`src/rtl/sp_divider.sv`:
```
// Iterative IEEE-754 single-precision divider: restoring radix-2 quotient, one bit
// per cycle, followed by normalize, optional denormalize and round.
module sp_divider (
  input  logic        clk,
  input  logic        rst,
  input  logic        start,
  input  logic [31:0] operand_a,
  input  logic [31:0] operand_b,
  input  logic [2:0]  rounding_mode,
  output logic [31:0] result,
  output logic        flag_invalid,
  output logic        flag_divzero,
  output logic        flag_overflow,
  output logic        flag_underflow,
  output logic        flag_inexact,
  output logic        done
);
  localparam int QBITS = 27;

  // Handshake: start is sampled only in IDLE; done pulses for exactly one cycle when
  // result and flags are written, and both then hold until the next accepted start.
  typedef enum logic [2:0] {
    S_IDLE, S_SPECIAL, S_PRENORM, S_DIVIDE, S_POSTNORM, S_DENORM, S_ROUND, S_DONE
  } state_t;

  state_t             state_q;
  logic [31:0]        a_q, b_q;
  logic               sign_q, tiny_q;
  logic signed [11:0] exp_q;
  logic [23:0]        ma_q, mb_q, mant_q;
  logic [25:0]        rem_q;
  logic [QBITS-1:0]   quo_q;
  logic [4:0]         cnt_q;
  logic               g_q, r_q, s_q;

  logic [7:0]  ea, eb, ea_eff, eb_eff;
  logic [22:0] fa, fb;
  logic        a_nan, b_nan, a_snan, b_snan, a_inf, b_inf, a_zero, b_zero, sgn;

  assign ea     = a_q[30:23];
  assign eb     = b_q[30:23];
  assign fa     = a_q[22:0];
  assign fb     = b_q[22:0];
  assign ea_eff = (ea == 8'd0) ? 8'd1 : ea;
  assign eb_eff = (eb == 8'd0) ? 8'd1 : eb;
  assign a_nan  = (ea == 8'hFF) && (fa != 23'd0);
  assign b_nan  = (eb == 8'hFF) && (fb != 23'd0);
  assign a_snan = a_nan && !fa[22];
  assign b_snan = b_nan && !fb[22];
  assign a_inf  = (ea == 8'hFF) && (fa == 23'd0);
  assign b_inf  = (eb == 8'hFF) && (fb == 23'd0);
  assign a_zero = (ea == 8'd0) && (fa == 23'd0);
  assign b_zero = (eb == 8'd0) && (fb == 23'd0);
  assign sgn    = a_q[31] ^ b_q[31];

  logic        q_bit;
  logic [25:0] rem_sub;
  assign q_bit   = (rem_q >= {2'b00, mb_q});
  assign rem_sub = q_bit ? (rem_q - {2'b00, mb_q}) : rem_q;

  logic [23:0]        pn_mant;
  logic               pn_g, pn_r, pn_s;
  logic signed [11:0] pn_exp;
  always_comb begin
    if (quo_q[26]) begin
      pn_mant = quo_q[26:3];
      pn_g    = quo_q[2];
      pn_r    = quo_q[1];
      pn_s    = quo_q[0] | (|rem_q);
      pn_exp  = exp_q;
    end else begin
      pn_mant = quo_q[25:2];
      pn_g    = quo_q[1];
      pn_r    = quo_q[0];
      pn_s    = |rem_q;
      pn_exp  = exp_q - 12'sd1;
    end
  end

  logic               rnd_nx, rnd_up, rnd_ovf;
  logic [24:0]        rnd_sum;
  logic signed [11:0] rnd_exp;
  logic [22:0]        rnd_frac;
  logic [7:0]         rnd_efield;
  always_comb begin
    rnd_nx = g_q | r_q | s_q;
    case (rounding_mode)
      3'b000:  rnd_up = g_q & (mant_q[0] | r_q | s_q);
      3'b010:  rnd_up = rnd_nx & sign_q;
      3'b011:  rnd_up = rnd_nx & ~sign_q;
      3'b100:  rnd_up = g_q;
      default: rnd_up = 1'b0;
    endcase
    rnd_sum  = {1'b0, mant_q} + {24'd0, rnd_up};
    rnd_exp  = exp_q;
    rnd_frac = rnd_sum[22:0];
    if (rnd_sum[24]) begin
      rnd_exp  = exp_q + 12'sd1;
      rnd_frac = 23'd0;
    end
    // A denormal that rounds up into bit 23 becomes the smallest normal.
    rnd_efield = tiny_q ? {7'd0, rnd_sum[23]} : rnd_exp[7:0];
    rnd_ovf    = !tiny_q && (rnd_exp > 12'sd254);
  end

  function automatic logic [31:0] ovf_value(input logic s, input logic [2:0] rm);
    logic to_inf;
    case (rm)
      3'b000, 3'b100: to_inf = 1'b1;
      3'b010:         to_inf = s;
      3'b011:         to_inf = ~s;
      default:        to_inf = 1'b0;
    endcase
    return to_inf ? {s, 8'hFF, 23'd0} : {s, 8'hFE, 23'h7FFFFF};
  endfunction

  always_ff @(posedge clk) begin
    if (rst) begin
      state_q        <= S_IDLE;
      result         <= 32'd0;
      flag_invalid   <= 1'b0;
      flag_divzero   <= 1'b0;
      flag_overflow  <= 1'b0;
      flag_underflow <= 1'b0;
      flag_inexact   <= 1'b0;
      done           <= 1'b0;
      a_q            <= 32'd0;
      b_q            <= 32'd0;
      sign_q         <= 1'b0;
      tiny_q         <= 1'b0;
      exp_q          <= 12'sd0;
      ma_q           <= 24'd0;
      mb_q           <= 24'd0;
      mant_q         <= 24'd0;
      rem_q          <= 26'd0;
      quo_q          <= '0;
      cnt_q          <= 5'd0;
      g_q            <= 1'b0;
      r_q            <= 1'b0;
      s_q            <= 1'b0;
    end else begin
      done <= 1'b0;
      case (state_q)
        S_IDLE: begin
          if (start) begin
            a_q            <= operand_a;
            b_q            <= operand_b;
            flag_invalid   <= 1'b0;
            flag_divzero   <= 1'b0;
            flag_overflow  <= 1'b0;
            flag_underflow <= 1'b0;
            flag_inexact   <= 1'b0;
            tiny_q         <= 1'b0;
            state_q        <= S_SPECIAL;
          end
        end
        S_SPECIAL: begin
          sign_q  <= sgn;
          done    <= 1'b1;
          state_q <= S_DONE;
          if (a_nan || b_nan) begin
            result       <= 32'h7FC00000;
            flag_invalid <= a_snan | b_snan;
          end else if ((a_inf && b_inf) || (a_zero && b_zero)) begin
            result       <= 32'h7FC00000;
            flag_invalid <= 1'b1;
          end else if (a_inf) begin
            result <= {sgn, 8'hFF, 23'd0};
          end else if (b_inf || a_zero) begin
            result <= {sgn, 31'd0};
          end else if (b_zero) begin
            result       <= {sgn, 8'hFF, 23'd0};
            flag_divzero <= 1'b1;
          end else begin
            done    <= 1'b0;
            exp_q   <= $signed({4'd0, ea_eff}) - $signed({4'd0, eb_eff}) + 12'sd127;
            ma_q    <= {(ea != 8'd0), fa};
            mb_q    <= {(eb != 8'd0), fb};
            state_q <= S_PRENORM;
          end
        end
        S_PRENORM: begin
          if (!ma_q[23]) begin
            ma_q  <= ma_q << 1;
            exp_q <= exp_q - 12'sd1;
          end else if (!mb_q[23]) begin
            mb_q  <= mb_q << 1;
            exp_q <= exp_q + 12'sd1;
          end else begin
            rem_q   <= {2'b00, ma_q};
            quo_q   <= '0;
            cnt_q   <= 5'd0;
            state_q <= S_DIVIDE;
          end
        end
        S_DIVIDE: begin
          quo_q <= {quo_q[QBITS-2:0], q_bit};
          rem_q <= rem_sub << 1;
          cnt_q <= cnt_q + 5'd1;
          if (cnt_q == 5'(QBITS - 1)) state_q <= S_POSTNORM;
        end
        S_POSTNORM: begin
          mant_q <= pn_mant;
          g_q    <= pn_g;
          r_q    <= pn_r;
          s_q    <= pn_s;
          if (pn_exp > 12'sd254) begin
            result        <= ovf_value(sign_q, rounding_mode);
            flag_overflow <= 1'b1;
            flag_inexact  <= 1'b1;
            done          <= 1'b1;
            state_q       <= S_DONE;
          end else if (pn_exp < 12'sd1) begin
            // 26 shifts already empty {mant,G,R} into S; never shift further.
            exp_q   <= (pn_exp < -12'sd25) ? -12'sd25 : pn_exp;
            tiny_q  <= 1'b1;
            state_q <= S_DENORM;
          end else begin
            exp_q   <= pn_exp;
            state_q <= S_ROUND;
          end
        end
        S_DENORM: begin
          mant_q <= {1'b0, mant_q[23:1]};
          g_q    <= mant_q[0];
          r_q    <= g_q;
          s_q    <= s_q | r_q;
          exp_q  <= exp_q + 12'sd1;
          if (exp_q == 12'sd0) state_q <= S_ROUND;
        end
        S_ROUND: begin
          if (rnd_ovf) begin
            result        <= ovf_value(sign_q, rounding_mode);
            flag_overflow <= 1'b1;
            flag_inexact  <= 1'b1;
          end else begin
            result         <= {sign_q, rnd_efield, rnd_frac};
            flag_inexact   <= rnd_nx;
            flag_underflow <= tiny_q & rnd_nx;
          end
          done    <= 1'b1;
          state_q <= S_DONE;
        end
        S_DONE:  state_q <= S_IDLE;
        default: state_q <= S_IDLE;
      endcase
    end
  end
endmodule

```
`config.mk`:
```
export PLATFORM = sky130hd
export DESIGN_NAME = sp_divider
export DESIGN_NICKNAME = d
export VERILOG_FILES = /design/src/rtl/sp_divider.sv
export SDC_FILE = /design/constraint.sdc
export NUM_CORES = 1
export LEC_CHECK = 0
export CELL_PAD_IN_SITES_DETAIL_PLACEMENT = 0
export CELL_PAD_IN_SITES_GLOBAL_PLACEMENT = 1
export CORE_UTILIZATION = 47
export DETAILED_ROUTE_END_ITERATION = 16
export PLACE_DENSITY_LB_ADDON = 0.1
export SYNTH_ARGS = -nofsm -noshare
export SYNTH_HDL_FRONTEND = slang
export SYNTH_SLANG_ARGS = --single-unit
```
`constraint.sdc`:
```
create_clock -name clk -period 11.5 [get_ports clk]
set_clock_uncertainty 0.1 [all_clocks]
set_input_delay 2.3 -clock clk [delete_from_list [all_inputs] [get_ports clk]]
set_output_delay 2.3 -clock clk [all_outputs]
set_load 0.03 [all_outputs]
```
==> summary.md <==
| Metric | Value |
|---|---|
| DIE AREA | `0.0319 mm²` |
| Relative slew slack | `23.3%` |
| I/O pins | `108` |
| Num CTS Buffers | `29` |
| Total Neg Setup Slack | `0 ns` |
| Worst skew pair latency | `0.56 ns` |
| Number of max-cap violations | `0` |
| Crit Path Class | `in -> reg` |
| Grt ovf | `0` |
| Multi-input gate area | `0.00886 mm²` |
| Dpl ws | `4.56 ns` |
| Top-count cell post-synth | `nand2_1` |
| Finished Layout Cells | `2372` |
| CTS root buf | `clkbuf_16` |
| First-pass GRT wire length | `68200 µm` |
| Post-CTS Setup Bufs | `0` |
| Final setup viols | `0` |
| DP HPWL | `29800 µm` |
| Drt drc | `0` |
| Synthesized instance count | `1945` |
| Reg area | `0.00505 mm²` |
| Yosys top cell by area | `dfxtp_1` |
| Synthesized area | `0.0147 mm²` |
| Initial antenna violation count | `0` |
| Syn_nets | `2058` |
| Critical path launch point type | `input port` |
| Post-Route WL | `42400 µm` |
| Critical path, cell by cell | `clkdlybuf4s50_1 -> xor2_1 -> nand3b_1 -> o31ai_1 -> nand2_1 -> o21ai_0 -> ha_1 -> ha_1 -> and3_1 -> nand2_1 -> nor4_4 -> mux2_4 -> a211o_4 -> nand3_4 -> nand3_1 -> nand2_1 -> nor2_1` |
| Starting density of the core | `47.9%` |
| Longest Clk Path Bufs | `3` |
| Unrepaired setup endpoints after global routing | `false` |
| Number of flops mapped to enable cells by yosys | `0` |
| CTS tree | `done` |
| Largest net degree at the start of global routing | `85` |
| First-pass DRT Iterations | `7` |
| Slowest cell delay on critical path | `0.78 ns` |
| FP Rows | `64` |
| PD cells | `212 mW/mm²` |
| WL per Instance | `17.9 µm` |
| Hold Slack | `0.369 ns` |
| Port Buf Inserts | `107` |
| Ant diodes | `0` |
| CTS H-tree lvls | `1` |
| Final hold vios | `0` |
| # clock sinks | `252` |
| Fmax | `157 MHz` |
| Tot Pwr | `3570 µW` |
| Crit path DAT | `6.67 ns` |
| Minimum clock period | `6.37 ns` |
| Netlist cell types | `93` |
| VDD IR max | `0.133 mV` |
| Predominant post-synthesis flop cell | `dfxtp_1` |
| Vias in the first global route | `12700` |
| Synth Warn # | `0` |
| Layout cell share with drive strength beyond 1 | `7.14%` |
| DR vias/cell | `5.83` |
| CP most frequent cell | `nand2_1` |
| Critical path required time | `11.80 ns` |
| Fill cells | `2996` |
| Total track usage | `26.5%` |
| Maximum fanout along the worst path | `21` |
| Die height | `179 µm` |
| Final Max Slew Viols | `0` |
| Final period utilization | `55.4%` |
| Clk slew on worst S/H paths | `0.06 ns` |
| ANT nets after route | `0` |
| Hold WC Path Type | `reg -> reg` |
| Resized Gates After CTS | `0` |
| Status | `finished clean` |
| Post-CTS Hold Buffers | `0` |
| Nets@finish | `2067` |
| Die Wd | `179 µm` |
| Final setup margin | `5.13 ns` |
| Leak | `0.00594 µW` |
| Syn_area_per_cell | `7.55 µm²` |
| Vias after detailed routing | `13800` |
| Top cells by count, synth | `nand2_1, dfxtp_1, a21oi_1` |
| Placed cell count | `2319` |
| Seq/Total Area, Yosys | `34.4%` |
| Worst-Margin Slew | `1.15 ns` |
| CP endpoint kind | `flop` |
| Post-synth top area share | `34.4%` |
| Worst path slowest cell | `nand2_1` |
| Layout overhead on the synthesized area | `15.0%` |
| Top cells by area, synth | `dfxtp_1, nand2_1, a21oi_1` |
| Core ar. | `0.0307 mm²` |
| Iter 0 DRT Violations | `1014` |
| GP Congestion | `0.909` |
| Synth async-reset ratio | `0%` |
| Count of state elements after synthesis | `252` |
==> power breakdown <==
| part | internal, µW | leakage [µW] | switching [µW] |
|---|---|---|---|
| logic | 552 | 0.00336 | 857 |
| clock network | 659 | 0.000533 | 384 |
| registers | 976 | 0.00205 | 145 |
==> state kept, by name, indices dropped and copies added, names as in the netlist, 24 cells and up <==
signal	cells
rem_q	26
mb_q	24
mant_q	24
b_q	32
a_q	32
quo_q	27
result	32
ma_q	24
==> final cells by class <==
class / count / area share, %
Clock buffer: 41 / 5.16
Clock inverter: 12 / 1.30
Inverter: 45 / 1.00
Multi-Input combinational cell: 1500 / 52.5
Sequential cell: 252 / 29.9
Tap cell: 396 / 2.94
Timing Repair Buffer: 126 / 7.20
==> path summary, 6_finish.rpt <==
| check | startpoint | to | slack, ns | cells after the start |
|---|---|---|---|---|
| min reg2reg | ma_q[0]$_SDFFE_PP0P_ | rem_q[0]$_SDFFE_PP0P_ | 0.37 | 2 |
| min | ma_q[0]$_SDFFE_PP0P_ | rem_q[0]$_SDFFE_PP0P_ | 0.37 | 2 |
| max | rounding_mode[0] | result[9]$_SDFFE_PP0P_ | 5.13 | 17 |
| max reg2reg | exp_q[0]$_SDFFE_PP0P_ | result[9]$_SDFFE_PP0P_ | 6.88 | 12 |
==> metrics by stage <==
| step | cell area (µm²) | utilization [%] |
|---|---|---|
| floorplan | 14700 | - |
| global placement | 15800 | 51.5 |
| detailed placement | 15800 | 51.5 |
| CTS | 16900 | 55.0 |
| global route | 16900 | 55.0 |
| finish | 16900 | 55.0 |
==> metal layers <==
metal	vias to the layer above	wire length, µm	track usage [%]
li1	6940	-	-
met1	6461	19400	35.6
met2	367	19600	44.2
met3	70	2030	2.86
met4	0	1380	8.62
met5	-	0	0
==> cells in the final DEF (no fill, tap or decap), types with 7 or more instances in the layout <==
cell,count
nand2_1,362
dfxtp_1,250
a21oi_1,221
nor2_1,186
clkdlybuf4s50_1,106
nand3_1,71
nor3_1,60
o21ai_0,60
nor4_1,51
mux2i_1,46
inv_1,45
ha_1,41
xnor2_1,40
a211oi_1,37
xor2_1,33
clkbuf_16,29
nand4_1,27
buf_4,19
a21o_1,16
a31oi_1,12
a211oi_2,12
o21a_1,11
or3_1,10
and3_1,10
clkbuf_8,10
o221ai_1,9
nand2b_1,8
or4_1,7
o221a_1,7
a311oi_2,7
==> cell families (layout without fill, tap and decap cells) <==
family	count (synthesis)	count (layout)	synth area share, %
mux	48	48	3.32
compound gates	480	480	21.5
xor+xnor	74	74	4.47
simple gates	855	855	27.1
buf+inv	193	224	5.47
fa+ha+maj	43	43	3.77
flops	252	252	34.4
==> worst max-delay path, delay by kind of cell <==
family / cells / cell delay, ns
AND/OR/NAND/NOR: 9 / 2.29
AO/OA/AOI/OAI: 3 / 0.56
buffers and inverters: 1 / 0.51
adder cells (fa/ha/maj): 2 / 0.46
multiplexers: 1 / 0.36
XOR/XNOR: 1 / 0.17
(Power assumes the default switching activity.)
